===== src/rtl/icc_branch_unit_pkg.sv =====
// Shared SPARC integer-unit definitions: Bicc condition codes, icc flag bit
// positions and the branch delay-slot sequencer states.
package icc_branch_unit_pkg;

  localparam logic [3:0] BN   = 4'b0000;
  localparam logic [3:0] BE   = 4'b0001;
  localparam logic [3:0] BLE  = 4'b0010;
  localparam logic [3:0] BL   = 4'b0011;
  localparam logic [3:0] BLEU = 4'b0100;
  localparam logic [3:0] BCS  = 4'b0101;
  localparam logic [3:0] BNEG = 4'b0110;
  localparam logic [3:0] BVS  = 4'b0111;
  localparam logic [3:0] BA   = 4'b1000;
  localparam logic [3:0] BNE  = 4'b1001;
  localparam logic [3:0] BG   = 4'b1010;
  localparam logic [3:0] BGE  = 4'b1011;
  localparam logic [3:0] BGU  = 4'b1100;
  localparam logic [3:0] BCC  = 4'b1101;
  localparam logic [3:0] BPOS = 4'b1110;
  localparam logic [3:0] BVC  = 4'b1111;

  localparam int unsigned FLAG_N = 3;
  localparam int unsigned FLAG_Z = 2;
  localparam int unsigned FLAG_V = 1;
  localparam int unsigned FLAG_C = 0;

  typedef enum logic [1:0] {
    IDLE  = 2'd0,
    DSLOT = 2'd1,
    ANNUL = 2'd2
  } br_state_e;

endpackage


===== src/rtl/icc_branch_unit_cond_eval.sv =====
// Combinational Bicc condition evaluator over a {N,Z,V,C} flag vector.
module icc_cond_eval
  import icc_branch_unit_pkg::*;
(
  input  logic [3:0] cond,
  input  logic [3:0] f,
  output logic       taken
);

  logic n, z, v, c;

  always_comb begin
    n = f[FLAG_N];
    z = f[FLAG_Z];
    v = f[FLAG_V];
    c = f[FLAG_C];
    taken = 1'b0;
    case (cond)
      BN:      taken = 1'b0;
      BE:      taken = z;
      BLE:     taken = z | (n ^ v);
      BL:      taken = n ^ v;
      BLEU:    taken = c | z;
      BCS:     taken = c;
      BNEG:    taken = n;
      BVS:     taken = v;
      BA:      taken = 1'b1;
      BNE:     taken = ~z;
      BG:      taken = ~(z | (n ^ v));
      BGE:     taken = ~(n ^ v);
      BGU:     taken = ~(c | z);
      BCC:     taken = ~c;
      BPOS:    taken = ~n;
      BVC:     taken = ~v;
      default: taken = 1'b0;
    endcase
  end

endmodule


===== src/rtl/icc_branch_unit.sv =====
// Integer condition-code register, Bicc evaluation with icc forwarding,
// delay-slot/annul sequencer and saturating branch statistics.
module icc_branch_unit
  import icc_branch_unit_pkg::*;
#(
  parameter int unsigned CNT_W = 16
) (
  input  logic             clk,
  input  logic             rst_n,
  input  logic [3:0]       alu_flags,
  input  logic             cc_we,
  input  logic             br_valid,
  input  logic [3:0]       br_cond,
  input  logic             br_annul,
  input  logic             stall,
  output logic [3:0]       icc,
  output logic             alu_cin,
  output logic             br_taken,
  output logic             squash,
  output logic [CNT_W-1:0] br_cnt,
  output logic [CNT_W-1:0] tkn_cnt
);

  br_state_e        state_q, state_d;
  logic [3:0]       icc_q;
  logic             br_taken_q;
  logic [CNT_W-1:0] br_cnt_q, tkn_cnt_q;

  logic       in_annul;
  logic       accept;
  logic       icc_wr;
  logic [3:0] eval_flags;
  logic       cond_true;
  logic       do_annul;

  icc_cond_eval u_cond_eval (
    .cond  (br_cond),
    .f     (eval_flags),
    .taken (cond_true)
  );

  always_comb begin
    in_annul   = (state_q == ANNUL);
    accept     = br_valid & ~stall & ~in_annul;
    icc_wr     = cc_we & ~stall & ~in_annul;
    // A cc-setting op paired with the branch supplies the flags directly.
    eval_flags = (cc_we & br_valid) ? alu_flags : icc_q;
    do_annul   = br_annul & (~cond_true | (br_cond == BA));
  end

  always_comb begin
    state_d = state_q;
    if (!stall) begin
      case (state_q)
        IDLE, DSLOT: begin
          if (accept) state_d = do_annul ? ANNUL : DSLOT;
          else        state_d = IDLE;
        end
        ANNUL:   state_d = IDLE;
        default: state_d = IDLE;
      endcase
    end
  end

  always_ff @(posedge clk) begin
    if (!rst_n) begin
      state_q    <= IDLE;
      icc_q      <= '0;
      br_taken_q <= 1'b0;
      br_cnt_q   <= '0;
      tkn_cnt_q  <= '0;
    end else if (!stall) begin
      state_q    <= state_d;
      br_taken_q <= accept & cond_true;
      if (icc_wr) icc_q <= alu_flags;
      if (accept && br_cnt_q != '1) br_cnt_q <= br_cnt_q + 1'b1;
      if (accept && cond_true && tkn_cnt_q != '1) tkn_cnt_q <= tkn_cnt_q + 1'b1;
    end
  end

  assign icc      = icc_q;
  assign alu_cin  = icc_q[FLAG_C];
  assign br_taken = br_taken_q;
  assign squash   = (state_q == ANNUL);
  assign br_cnt   = br_cnt_q;
  assign tkn_cnt  = tkn_cnt_q;

endmodule


===== config.mk =====
export PLATFORM = sky130hd
export DESIGN_NAME = icc_branch_unit
export DESIGN_NICKNAME = d
export VERILOG_FILES = /design/src/rtl/icc_branch_unit_pkg.sv /design/src/rtl/icc_branch_unit_cond_eval.sv /design/src/rtl/icc_branch_unit.sv
export SDC_FILE = /design/constraint.sdc
export NUM_CORES = 1
export LEC_CHECK = 0
export CORE_MARGIN = 4
export CORE_UTILIZATION = 24
export DETAILED_ROUTE_END_ITERATION = 7
export PLACE_DENSITY = 0.45
export SYNTH_ARGS = -nofsm -noshare
export SYNTH_HDL_FRONTEND = slang
export SYNTH_SLANG_ARGS = --single-unit

===== constraint.sdc =====
create_clock -name clk -period 2.3 [get_ports clk]
set_clock_uncertainty 0.15 [all_clocks]
set_input_delay 0.23 -clock clk [delete_from_list [all_inputs] [get_ports clk]]
set_output_delay 0.23 -clock clk [all_outputs]
set_load 0.01 [all_outputs]

# == Yosys cells after proc, flatten, opt, wreduce, memory -nomap -nowiden ==
# Cells that the tools add are included.
# Widths: inputs -> output; s select.
# totals
ff_bits,39
latchBits,0
ram_bits,0
mem_bits_ro,0
output_inout_bits,39
n_memories,0
# op_classes
n_addsub,2
n_mul,0
n_div,0
magnitude_cmp,0
n_eq_ne,19
n_shift,0
n_mux,5
n_bitwise,21
reduce_logical,9
# op_table
cell,count
$add 16x1->16 const B,2
$eq 4x4->1 const B,8
$ne 16x16->1 const B,2
$eq 4x3->1 const B,4
$pmux 1 s16,1
$not 1->1,10
$eq 4x2->1 const B,2
$and 1x1->1,7
$mux 2,3
$reduce_and 2->1,3
$eq 4x1->1 const B,1
$logic_not 4->1,1
$mux 4,1
$logic_and 1x1->1,3
$or 1x1->1,3
$eq 2x1->1 const B,1
$eq 2x2->1 const B,1
$logic_not 2->1,1
$reduce_or 2->1,1
$xor 1x1->1,1

# == Logic depth before layout (Yosys ltp) ==
# depth
ltp_word,12
mapped_depth,8
mapped_depth_nobuf,8

# == Cells and area by module ==
# Synthesis repeated with hierarchy kept, for this count alone.
# unflattened
cells_unflattened,257
hier_area_um2,2143.3
# by_module_without_submodules
mod,instances,cells_each,area_per_inst_um2,seq_area_each_um2
icc_branch_unit,1,246,2060.7,780.7
icc_cond_eval,1,11,82.6,0.0

# == Least setup slack after synthesis ==
# OpenSTA, ideal clock, no wires.
# synth_timing
kind,register to register
start,register tkn_cnt_q[0] (netlist: tkn_cnt[0])
end,register tkn_cnt_q[5] (netlist: tkn_cnt[5])
setup_ps,71
arrival_ps,2048
required_time_ps,2079
setup_slack_ps,31
path_stages_with_launch,9
cell_sequence,dfxtp_1 -> ha_1 -> nand4_1 -> nor4_1 -> or3_1 -> and3b_1 -> o21ai_2 -> or4_1 -> a21oi_1
# synth_via
elab_chain_len,3
elab_cells_between_ends,4
cone_classes,1 x add/sub; 1 x eq/ne; 2 x reduce/logical
# synth_rtl
element,line_no,rtl
start: declaration,icc_branch_unit.sv:27,"logic [CNT_W-1:0] br_cnt_q, tkn_cnt_q;"
start signal: assignment,icc_branch_unit.sv:77,if (accept && cond_true && tkn_cnt_q != '1) tkn_cnt_q <= tkn_cnt_q + 1'b1;
branches (longest 3 deep; another with $add 16x1->16),n/a,
# Parallel ways; which one is timed is not known.
# A chain may end at the register's enable or synchronous reset.

# == Worst setup path in the final report ==
# layout_timing
start,register tkn_cnt_q[7] (netlist: tkn_cnt[7])
end,register tkn_cnt_q[1] (netlist: tkn_cnt[1])
# layout_via
elab_chain_len,3
# layout_rtl
element,line_no
$ne 16x16->1,icc_branch_unit.sv:77
$logic_and 1x1->1,icc_branch_unit.sv:77
$reduce_and 2->1 (no source line),n/a
# Every way passes these cells.

==> results.yml <==
yosys:
  synth_ff_type: "dfxtp_1"
  ys_warn_count: 0
  synth-seq-area-share_pct: 38.2
  synth_area_leaders: "dfxtp_1 38%, mux2i_1 8.8%, nor2_1 6.4%"
  synth-seq-cells: 39
  syn_inst: 242
  synthesis.nets: 258
  synthArstFlopShare_pct: 0
  synth_top_area_share_pct: 38.2
  syn_avg_cell_area_sq_um: 8.44
  synth_area_sq_mm: 0.00204
  netlist.top_cell.by_area: "dfxtp_1"
  ys_types: 46
  synth-edff-count: 0
detailed_routing:
  wl_per_cell_um: 12.8
  ant_nets: 0
  wirelength_um: 5740
  drt_iter0_markers: 62
  via_per_inst: 4.48
  remaining_drc_errors: 0
  num_vias: 2009
  dr.pass1.iters: 4
worst_setup_path:
  rr_endpoint: "tkn_cnt[1]"
  r2r-start: "tkn_cnt[7]"
  worstSetupStartpointType: "flip-flop"
  crit_path_end_kind: "flip-flop"
  reg2reg_depth: 8
  critPathKind: "flip-flop to flip-flop"
  cp.required_ns: 2.34
  reg2reg_slack_ns: 0.06
  crit_fanout: 6
  worstSetupStartpoint: "tkn_cnt[7]"
  arrival_ns: 2.27
clock_tree:
  htree_levels: 2
  hold_buffers: 0
  cts_buffers: 5
  clock_latency_ns: 0.30
  cts.clk_slew.worst_paths_ns: 0.08
  cts.sinks: 39
  cts.path.max_buffers: 2
  cts_tree: "built"
  cts_root_buf: "clkbuf_8"
global_route:
  grt_overflow: 0
  grt_start_max_net_pins: 27
  groute.usage.overall_pct: 11.7
  use_met2_pct: 19.0
  grt_busiest_layer: "met2"
  use_met1_pct: 15.2
  grt_util_met3_pct: 1.88
  antenna_found_initial: 0
  grt_pass1_wl_um: 9350
  grt_pass1_vias: 1921
cells_and_area:
  synthToLayoutAreaGrowth_pct: 58.2
  drive_above_1_share_pct: 23.0
  final_cell_mix: "47 x buf_4, 45 x clkdlybuf4s50_1, 35 x nor2_1"
  antenna_cells: 0
  fill_cells: 857
  utilization_pct: 39.1
  nets: 358
  final_common_cell: "buf_4"
placed_design:
  portBuffers: 52
  dp.final_hpwl_um: 4270
  gp_congestion: 0.725
power:
  finalPower_uw: 1500
  irDropWorstVdd_mv: 0.196
  p_switching_uw: 377
  p_int_uw: 1130
  p_per_area_mw_per_mm2: 465
  clockPowerShare_pct: 39.2
  leakage_uw: 0.00125
  switching_share_pct: 25.1
  power_frac_seq_pct: 46.4
  combPwrFrac_pct: 14.5
sta:
  fmax_mhz: 447
  layout_min_cycle_time_ns: 2.24
  slew_viol_final: 0
  slew_headroom_pct: 74.2
  worst_pin_slew_ns: 0.380
  hold_viol_final: 0
  setup_viol: 0
  whs_ns: 0.182
  fin_crit_sh_pct: 97.3
  fin_setup_tns_ns: 0
  rsz0062_at_grt: "true"
run:
  cap_violations: 0
die:
  die_area_sq_mm: 0.0101
  die_y_um: 100
  rows: 33
  num_io_pins: 53
  die_x_um: 100
  initial_core_util_pct: 24.7
  core_sq_mm: 0.00826
min_path:
  holdPathEnd: "icc[1]"
  min_path_type: "input port to flip-flop"
  min_from: "alu_flags[1]"
  holdPathStages: 4
status:
  status: "finished, final reports clean"
per-layer routing:
layer / vias up / share of wire, % / wire [um]
met5: - / 0 / 0
met1: 911 / 48 / 2770
met2: 34 / 47 / 2710
met4: 0 / 1.9 / 108
li1: 1056 / - / -
met3: 8 / 2.6 / 151
area by class of cell:
cell class	count	area (sq um)	share of cell area (%)
Clock buffer	5	68.8	2.13
Timing Repair Buffer	100	887	27.4
Inverter	6	22.5	0.697
Sequential cell	39	787	24.4
Multi-Input combinational cell	190	1290	40.0
Clock inverter	3	43.8	1.36
Tap cell	105	131	4.07
registers in the layout, indices dropped and copies added (netlist names):
register and flops:
br_cnt 16, br_taken 1, icc 4, state_q 2, tkn_cnt 16
worst max-delay path, cell delays in order, from the launching register on:
cell and delay [ns]:
dfxtp_1 0.35, nand4_1 0.22, nor4_2 0.42, or3_1 0.17, and3b_2 0.25, o21ai_4 0.19
buf_4 0.16, mux2i_1 0.17, nor2_1 0.05
Yosys cell counts, types with 3 or more instances:
cell type  instances
clkbuf_1           5
xor2_1             9
nor2_1            35
nand2_1           23
xnor2_1           12
dfxtp_1           39
nand2b_1           6
a21oi_1            7
or3_1              6
nand3_1           10
inv_1              5
nand4_1           11
nor4_1             3
mux2i_1           18
o21ai_0            5
and2_1             9
cell families (layout without fill, tap and decap cells):
group                      Yosys count  count (layout)  share of synthesized area, %
muxes                               19              19                          9.55
and+or+nand+nor                    117             117                          28.5
DFF                                 39              39                          38.2
adders and majority gates            2               2                          1.22
AOI/OAI and AO/OA                   31              31                          10.8
buffers and inverters               13             114                          2.63
xor gates and xnor gates            21              21                          9.00
metrics by stage:
stage	area [sq um]	setup slack [ns]	instances
4_1_cts	3130	0.0148	446
3_3_place_gp	3000	-0.477	437
6_report	3230	0.0613	448
2_1_floorplan	2040	0.0311	242
5_1_grt	3230	-0.0365	448
3_5_place_dp	3000	-0.462	437
worst max path at each step:
stage / to / slack (ns)
floorplan: tkn_cnt[5] / 0.03
global placement: tkn_cnt[6] / -0.48
detailed placement: tkn_cnt[6] / -0.46
CTS: tkn_cnt[5] / 0.01
global route: tkn_cnt[2] / -0.04
finish: tkn_cnt[1] / 0.06
what timing repair did:
action,4_1_cts,5_1_grt
endpoints found under the setup margin,15,14
pin swaps,3,6
gates resized for setup,6,24
setup buffers,1,2
power groups by stage:
stage,Clock (uW),Combinational (uW),Sequential (uW)
6_report,589,217,697
2_1_floorplan,0,93.8,714
3_5_place_dp,0,208,711
5_1_grt,635,239,700
3_3_place_gp,0,209,711
4_1_cts,620,212,696
(Power assumes the default switching activity.)
